$ cat config.mk
export PLATFORM = sky130hd
export DESIGN_NAME = bcd_seq_adder_ctrl
export DESIGN_NICKNAME = d
export VERILOG_FILES = /design/src/rtl/bcd_seq_adder_ctrl.sv
export SDC_FILE = /design/constraint.sdc
export NUM_CORES = 1
export LEC_CHECK = 0
export CAP_MARGIN = 20
export CORE_MARGIN = 1.5
export CORE_UTILIZATION = 47
export DETAILED_ROUTE_END_ITERATION = 7
export PLACE_DENSITY = 0.83
export SETUP_SLACK_MARGIN = 0.4
export SLEW_MARGIN = 30
export SYNTH_ARGS = -nofsm -noshare
export SYNTH_HDL_FRONTEND = slang
export SYNTH_SLANG_ARGS = --single-unit
$ cat constraint.sdc
create_clock -name clk -period 2.59 [get_ports clk]
set_input_delay 0.3885 -clock clk [delete_from_list [all_inputs] [get_ports clk]]
set_output_delay 0.3885 -clock clk [all_outputs]
set_load 0.02 [all_outputs]
$ cat src/rtl/bcd_seq_adder_ctrl.sv
// bcd_seq_adder_ctrl
// Sequences a multi-digit packed BCD addition through one shared external
// single-digit BCD adder, one digit per clock, least significant digit first.
//
// Ports:
//   clk, rst_n        clock (rising edge) and synchronous active-low reset
//   start             operation request, sampled only in IDLE
//   a, b, cin         packed BCD operands (digit 0 in [3:0]) and carry-in
//   dig_a/dig_b/dig_cin  digit operands and carry driven to the shared adder
//   dig_s0, dig_s1    shared adder sum digit and carry digit (bit 0 used)
//   sum, cout         packed BCD result and decimal carry out
//   busy              high while RUN or DONE
//   done              one-cycle completion pulse
//   err               an operand held a non-BCD digit
module bcd_seq_adder_ctrl #(
  parameter int unsigned DIGITS = 4
) (
  input  logic                clk,
  input  logic                rst_n,
  input  logic                start,
  input  logic [4*DIGITS-1:0] a,
  input  logic [4*DIGITS-1:0] b,
  input  logic                cin,
  output logic [3:0]          dig_a,
  output logic [3:0]          dig_b,
  output logic                dig_cin,
  input  logic [3:0]          dig_s0,
  input  logic [3:0]          dig_s1,
  output logic [4*DIGITS-1:0] sum,
  output logic                cout,
  output logic                busy,
  output logic                done,
  output logic                err
);

  localparam int unsigned IW = (DIGITS > 1) ? $clog2(DIGITS) : 1;
  localparam logic [IW-1:0] LAST_IDX = IW'(DIGITS - 1);

  typedef enum logic [1:0] {IDLE, RUN, DONE} state_t;
  typedef logic [DIGITS-1:0][3:0] digits_t;

  state_t  state_q, state_d;
  digits_t a_q, a_d, b_q, b_d, sum_q, sum_d;
  digits_t a_in, b_in;
  logic [IW-1:0] idx_q, idx_d;
  logic carry_q, carry_d;
  logic cout_q, cout_d, busy_q, busy_d, done_q, done_d, err_q, err_d;
  logic [3:0] dig_a_q, dig_a_d, dig_b_q, dig_b_d;
  logic dig_cin_q, dig_cin_d;

  // Upper carry-digit bits are outside this block's scope.
  logic unused_s1;
  assign unused_s1 = ^dig_s1[3:1];

  assign a_in = a;
  assign b_in = b;

  // True when any digit of the operand exceeds 9.
  function automatic logic has_bad_digit(input digits_t v);
    logic bad;
    bad = 1'b0;
    for (int unsigned i = 0; i < DIGITS; i++) begin
      if (v[i] > 4'd9) bad = 1'b1;
    end
    return bad;
  endfunction

  // Next-state and next-output logic.
  always_comb begin
    state_d   = state_q;
    a_d       = a_q;
    b_d       = b_q;
    sum_d     = sum_q;
    idx_d     = idx_q;
    carry_d   = carry_q;
    cout_d    = cout_q;
    err_d     = err_q;
    done_d    = 1'b0;
    dig_a_d   = 4'd0;
    dig_b_d   = 4'd0;
    dig_cin_d = 1'b0;

    unique case (state_q)
      IDLE: begin
        if (start) begin
          a_d     = a_in;
          b_d     = b_in;
          idx_d   = '0;
          carry_d = cin;
          sum_d   = '0;
          cout_d  = 1'b0;
          err_d   = 1'b0;
          if (has_bad_digit(a_in) || has_bad_digit(b_in)) begin
            err_d   = 1'b1;
            done_d  = 1'b1;
            state_d = DONE;
          end else begin
            // Present digit 0 in the first RUN cycle straight from registers.
            dig_a_d   = a_in[0];
            dig_b_d   = b_in[0];
            dig_cin_d = cin;
            state_d   = RUN;
          end
        end
      end
      RUN: begin
        sum_d[idx_q] = dig_s0;
        carry_d      = dig_s1[0];
        if (idx_q == LAST_IDX) begin
          idx_d   = '0;
          cout_d  = dig_s1[0];
          done_d  = 1'b1;
          state_d = DONE;
        end else begin
          idx_d     = idx_q + 1'b1;
          dig_a_d   = a_q[idx_q + 1'b1];
          dig_b_d   = b_q[idx_q + 1'b1];
          dig_cin_d = dig_s1[0];
        end
      end
      DONE: state_d = IDLE;
      default: state_d = IDLE;
    endcase

    busy_d = (state_d != IDLE);
  end

  // State and output registers.
  always_ff @(posedge clk) begin
    if (!rst_n) begin
      state_q   <= IDLE;
      a_q       <= '0;
      b_q       <= '0;
      sum_q     <= '0;
      idx_q     <= '0;
      carry_q   <= 1'b0;
      cout_q    <= 1'b0;
      busy_q    <= 1'b0;
      done_q    <= 1'b0;
      err_q     <= 1'b0;
      dig_a_q   <= 4'd0;
      dig_b_q   <= 4'd0;
      dig_cin_q <= 1'b0;
    end else begin
      state_q   <= state_d;
      a_q       <= a_d;
      b_q       <= b_d;
      sum_q     <= sum_d;
      idx_q     <= idx_d;
      carry_q   <= carry_d;
      cout_q    <= cout_d;
      busy_q    <= busy_d;
      done_q    <= done_d;
      err_q     <= err_d;
      dig_a_q   <= dig_a_d;
      dig_b_q   <= dig_b_d;
      dig_cin_q <= dig_cin_d;
    end
  end

  assign sum     = sum_q;
  assign cout    = cout_q;
  assign busy    = busy_q;
  assign done    = done_q;
  assign err     = err_q;
  assign dig_a   = dig_a_q;
  assign dig_b   = dig_b_q;
  assign dig_cin = dig_cin_q;

endmodule

==> Word-level counts from Yosys, hierarchy flattened <==
Index checks and enable logic that the tools add are counted.
{ "totals": {"in_bits": 44, "reg_bits": 65, "out_inout_bits": 29} }
{ "classes": {"muxes": 47, "reduce_logical": 8, "eq_ne": 4, "n_addsub": 1, "magnitude_cmp": 11} }
{ "op_table": {"columns": ["operator", "count"], "rows": [
  ["4-bit two-way mux", 9],
  ["4-bit greater-than comparator, second input constant", 8],
  ["16-bit case mux with 2 select lines", 1],
  ["1-bit two-way mux", 20],
  ["4-bit binary-select mux with 2-bit select", 2],
  ["16-bit bitwise mux", 1],
  ["16-bit two-way mux", 1],
  ["4-bit case mux with 2 select lines", 2],
  ["2-bit two-way mux", 5],
  ["4-bit demux with 2-bit select", 1],
  ["2-bit case mux with 2 select lines", 2],
  ["2-bit by 3-bit less-than comparator with 1-bit output, second input constant", 2],
  ["1-bit case mux with 2 select lines", 3],
  ["2-bit inequality test, second input constant", 2],
  ["2-bit AND reduction", 2],
  ["2-bit nonzero test", 2],
  ["3-bit AND reduction", 1],
  ["2-bit by 1-bit adder with 2-bit output, second input constant", 1],
  ["2-bit by 1-bit equality test with 1-bit output, second input constant", 1],
  ["2-bit equality test, second input constant", 1],
  ["2-bit by 1-bit greater-or-equal comparator with 1-bit output, second input constant", 1],
  ["2-bit zero test", 1],
  ["1-bit logical AND", 1],
  ["1-bit logical OR", 1]
]} }

==> Depth between registers and ports, before layout <==
{ "logic_depth": {"ltp_word": 12, "mapped_depth": 7} }

==> Least setup slack after synthesis <==
Ideal clock, no wire load.
{ "synth_timing": {"path_type": "flip-flop to flip-flop", "start": "reg idx_q[0]", "end": "reg dig_a_q[3] (netlist: dig_a[3])", "arrival_ns": 1.772, "t_required_ns": 2.473, "slack_ns": 0.701, "n_path_buf": 2, "stages_incl_launch_ff": 7, "cell_sequence": "dfxtp_1 > buf_4 > inv_1 > ha_1 > clkbuf_1 > mux4_2 > a22o_1"} }
{ "synth_between": {"elab_chain_cells": 5, "word_cells_on_any_way": 6} }
{ "synth_lines": {"columns": ["item", "line", "source"], "rows": [
  ["from (decl)", "45", "logic [IW-1:0] idx_q, idx_d;"],
  ["from (signal assigned)", "149", "idx_q <= idx_d;"],
  ["2-bit by 1-bit adder with 2-bit output", "116", "dig_a_d = a_q[idx_q + 1'b1];"],
  ["4-bit binary-select mux with 2-bit select", "116", null],
  ["4-bit two-way mux (implied by the code)", "116", null],
  ["4-bit two-way mux (*)", "109", "if (idx_q == LAST_IDX) begin"],
  ["4-bit case mux with 2 select lines (*)", "83", "unique case (state_q)"],
  ["to (signal assigned)", "155", "dig_a_q <= dig_a_d;"],
  ["to (decl)", "48", "logic [3:0] dig_a_q, dig_a_d, dig_b_q, dig_b_d;"]
]} }
Every way passes the cells marked *; elsewhere a longest branch is shown, timed or not. The select of a mux whose other input is x is not followed.
A chain may end at the register's enable or synchronous reset.

==> Worst setup path after layout <==
{ "layout_timing": {"start": "in a[2]", "end": "reg dig_b_q[1] (netlist: dig_b[1])"} }
{ "layout_between": {"elab_chain_cells": 11} }
{ "layout_lines": {"columns": ["item", "line", "source"], "rows": [
  ["from (decl)", "21", "input logic [4*DIGITS-1:0] a,"],
  ["4-bit greater-than comparator", "63", "if (v[i] > 4'd9) bad = 1'b1;"],
  ["1-bit two-way mux (4 in a row)", "63", null],
  ["1-bit two-way mux", "85", "if (start) begin"],
  ["1-bit two-way mux", "83", null],
  ["1-bit logical OR", "93", "if (has_bad_digit(a_in) || has_bad_digit(b_in)) begin"],
  ["4-bit two-way mux", "93", null],
  ["4-bit two-way mux", "85", null],
  ["4-bit case mux with 2 select lines", "83", null],
  ["to (signal assigned)", "156", "dig_b_q <= dig_b_d;"],
  ["to (decl)", "48", null]
]} }
No other way between the ends. The select of a mux whose other input is x is not followed.

==> metrics.md <==
| Metric | Value |
|---|---|
| TritonCTS Sinks | 65 |
| Worst-skew pair later-pin latency | 0.33 ns |
| Post-synthesis register bit count | 65 |
| Number of max-cap violations | 0 |
| CTS tree | built |
| Setup TNS Final | 0 ns |
| Post-synthesis mux area share | 7.418% |
| DP HPWL | 4039 µm |
| Final antenna diode count | 0 |
| Worst slew pin tran | 0.5439 ns |
| DR vias | 2,204 |
| Htree depth | 3 |
| Cells after DPL | 402 |
| Postcts setup bufs | 0 |
| Gr usage total | 21.24% |
| Mapped cell area | 2564 µm² |
| Final ANT Viol Nets | 0 |
| Status | finished clean |
| Num CTS Buffers | 9 |
| First-pass GRT wire length | 9860 µm |
| Post-cts hold buffer count | 0 |
| Max Slew Vio Count | 0 |
| Setup violators final | 0 |
| Clk root buf | clkbuf_8 |
| Grt ovf | 0 |
| Number of global-route vias before repair | 2,084 |
| Synth Area in XOR/XNOR | 0% |
| Tmin final | 1.789 ns |
| Largest family of logic cells by synthesized area | simple AND/OR/NAND/NOR gates |
| Antenna violations before repair | 0 |
| Finished Layout Cells | 418 |
| Cell area power density | 592.1 nW/µm² |
| Avg WL per Cell | 13.90 µm |
| Die height | 76.86 µm |
| RSZ-0062 raised after global routing | no |
| Post-CTS sizing | 0 |
| Final worst path period share | 69.09% |
| CP arrival | 2.05 ns |
| DRC violations left | 0 |
| Fin. Hold Viols | 0 |
| Crit Path Category | input port to flop |
| Synth Area in Adders | 1.952% |
| Share of cells above drive strength 1 | 9.770% |
| Rows | 26 |
| Core ar. | 5172 µm² |
| Worst Path Max Fanout | 10 |
| Mean area per synthesized cell | 9.323 µm² |
| Post-Syn Instances | 275 |
| Worst min path class | flop to flop |
| Max VDD drop | 477.6 µV |
| DR pass1 iterations | 4 |
| Worst EP required | 2.85 ns |
| Post-Route WL | 5810 µm |
| Die width | 76.86 µm |
| Area added between synthesis and finish | 35.53% |
| Final-stage net count | 391 |
| I/O pins | 73 |
| Yosys warning count | 0 |
| Cell variety after synth | 27 |
| Rel. slew slack | 63.74% |
| Critical path launch point type | input port |
| Sequential-to-total area share from yosys stat | 50.76% |
| Main synth FF type | dfxtp_1 |
| Achievable Freq | 558.8 MHz |
| Kind of end point of the critical path | flop |
| Via-to-Cell Ratio | 5.273 |
| Total die area | 5907 µm² |
| Compound-cell area share of the yosys netlist | 17.52% |
| Syn Nets | 323 |
| Async SR Flop Fraction | 0% |
| CTS max path bufs | 2 |
| Port bufs | 69 |
| Clock-pin slew on the worst setup and hold paths | 0.06 ns |
| Worst Skew | 0.004468 ns |
| Largest net degree at the start of global routing | 53 |
| Post-synthesis simple-gate area fraction | 18.40% |
| Final Wtd Congestion | 0.8179 |
| Initial drt markers | 169 |
| Initial Utilization | 49.56% |
| Leak pwr | 0.001285 µW |
| Post-synth EDFFs | 0 |
[routing by layer]
layer	up-vias	routed length (µm)	track usage [%]
met2	65	2968	36.02
met1	1041	2505	25.30
met3	2	293	7.143
li1	1096	-	-
met4	0	42	6.481
met5	-	0	0
[state kept, by name, summed over array words and instances, names as in the netlist]
name     cells
a_q         16
b_q         16
sum         16
dig_a        4
dig_b        4
idx_q        2
state_q      2
busy         1
cout         1
dig_cin      1
done         1
err          1
[final cells by class]
type	count	area, µm²
fill	418	1698
sequential	65	1301
multi-input combinational	191	1161
timing repair buffer	73	720.7
clock buffer	14	182.7
tap	70	87.58
inverter	3	11.26
clock inverter	2	10.01
[path summary, 6_finish.rpt]
| kind | start | endpoint | slack [ns] | depth (start not counted) |
|---|---|---|---|---|
| worst max register to register | idx_q[1] | dig_a[3] | 0.86 | 4 |
| worst min-delay path | b_q[10] | b_q[10] | 0.45 | 2 |
| worst max-delay path | a[2] | dig_b[1] | 0.80 | 5 |
| worst min register to register | b_q[10] | b_q[10] | 0.45 | 2 |
[cell usage in the layout (no fill, tap or decap)]
cell type	instances
nand4_1	2
ha_1	4
inv_2	1
dfxtp_1	65
clkinv_2	2
a22oi_1	19
o21bai_1	1
a22o_1	9
a21oi_1	33
clkdlybuf4s50_1	69
inv_1	2
o21ai_0	11
and3b_1	3
nor2_1	26
or2_2	1
nor3_4	1
buf_4	4
nand2_1	66
nor2b_2	1
mux4_2	8
or2_1	1
nor3b_4	2
clkbuf_8	13
and2_0	1
mux2i_1	1
clkbuf_1	1
nand2_2	1
[critical path: stages]
cell and delay (ns):
clkdlybuf4s50_1 0.45, o21ai_0 0.27, nand4_1 0.23, nor3_4 0.48, a22o_1 0.24
[per-stage QoR]
step	worst slack [ns]	util (%)	power [µW]	hold slack (ns)	instance area (µm²)
finish	0.8005	67.17	2057	0.4503	3475
global route	0.6910	67.17	2145	0.4652	3475
CTS	0.8325	67.17	2071	0.4541	3475
detailed placement	0.4985	63.45	1280	0.4452	3282
global placement	0.5208	63.45	1274	0.4390	3282
floorplan	0.7009	-	1178	0.4331	2564
[cell usage after synthesis (2+ instances only)]
library cell	n	area [µm²]
a22o_1	9	78.83
buf_4	5	37.54
nand4_1	2	12.51
dfxtp_1	65	1301
mux4_2	8	180.2
nor3b_4	2	37.54
and3b_1	3	26.28
nor2_1	26	97.59
buf_2	3	15.01
clkbuf_1	5	18.77
inv_1	2	7.510
a21oi_1	33	165.2
o21ai_0	11	55.05
a22oi_1	19	142.6
buf_1	2	7.510
ha_1	4	50.05
nand2_1	66	247.7
[logic make-up after synthesis]
| logic type | count (synthesis) |
|---|---|
| AOI/OAI and AO/OA | 73 |
| adders and majority gates | 4 |
| buffers and inverters | 19 |
| DFF | 65 |
| muxes | 9 |
| and+or+nand+nor | 105 |
[power by group]
part | switching (µW) | internal, µW | leakage [µW] | total, µW
sequential | 18.3 | 1030 | 0.000530 | 1050
clock | 349 | 449 | 0.000102 | 799
combinational | 102 | 103 | 0.000653 | 205
(Power assumes the default switching activity.)
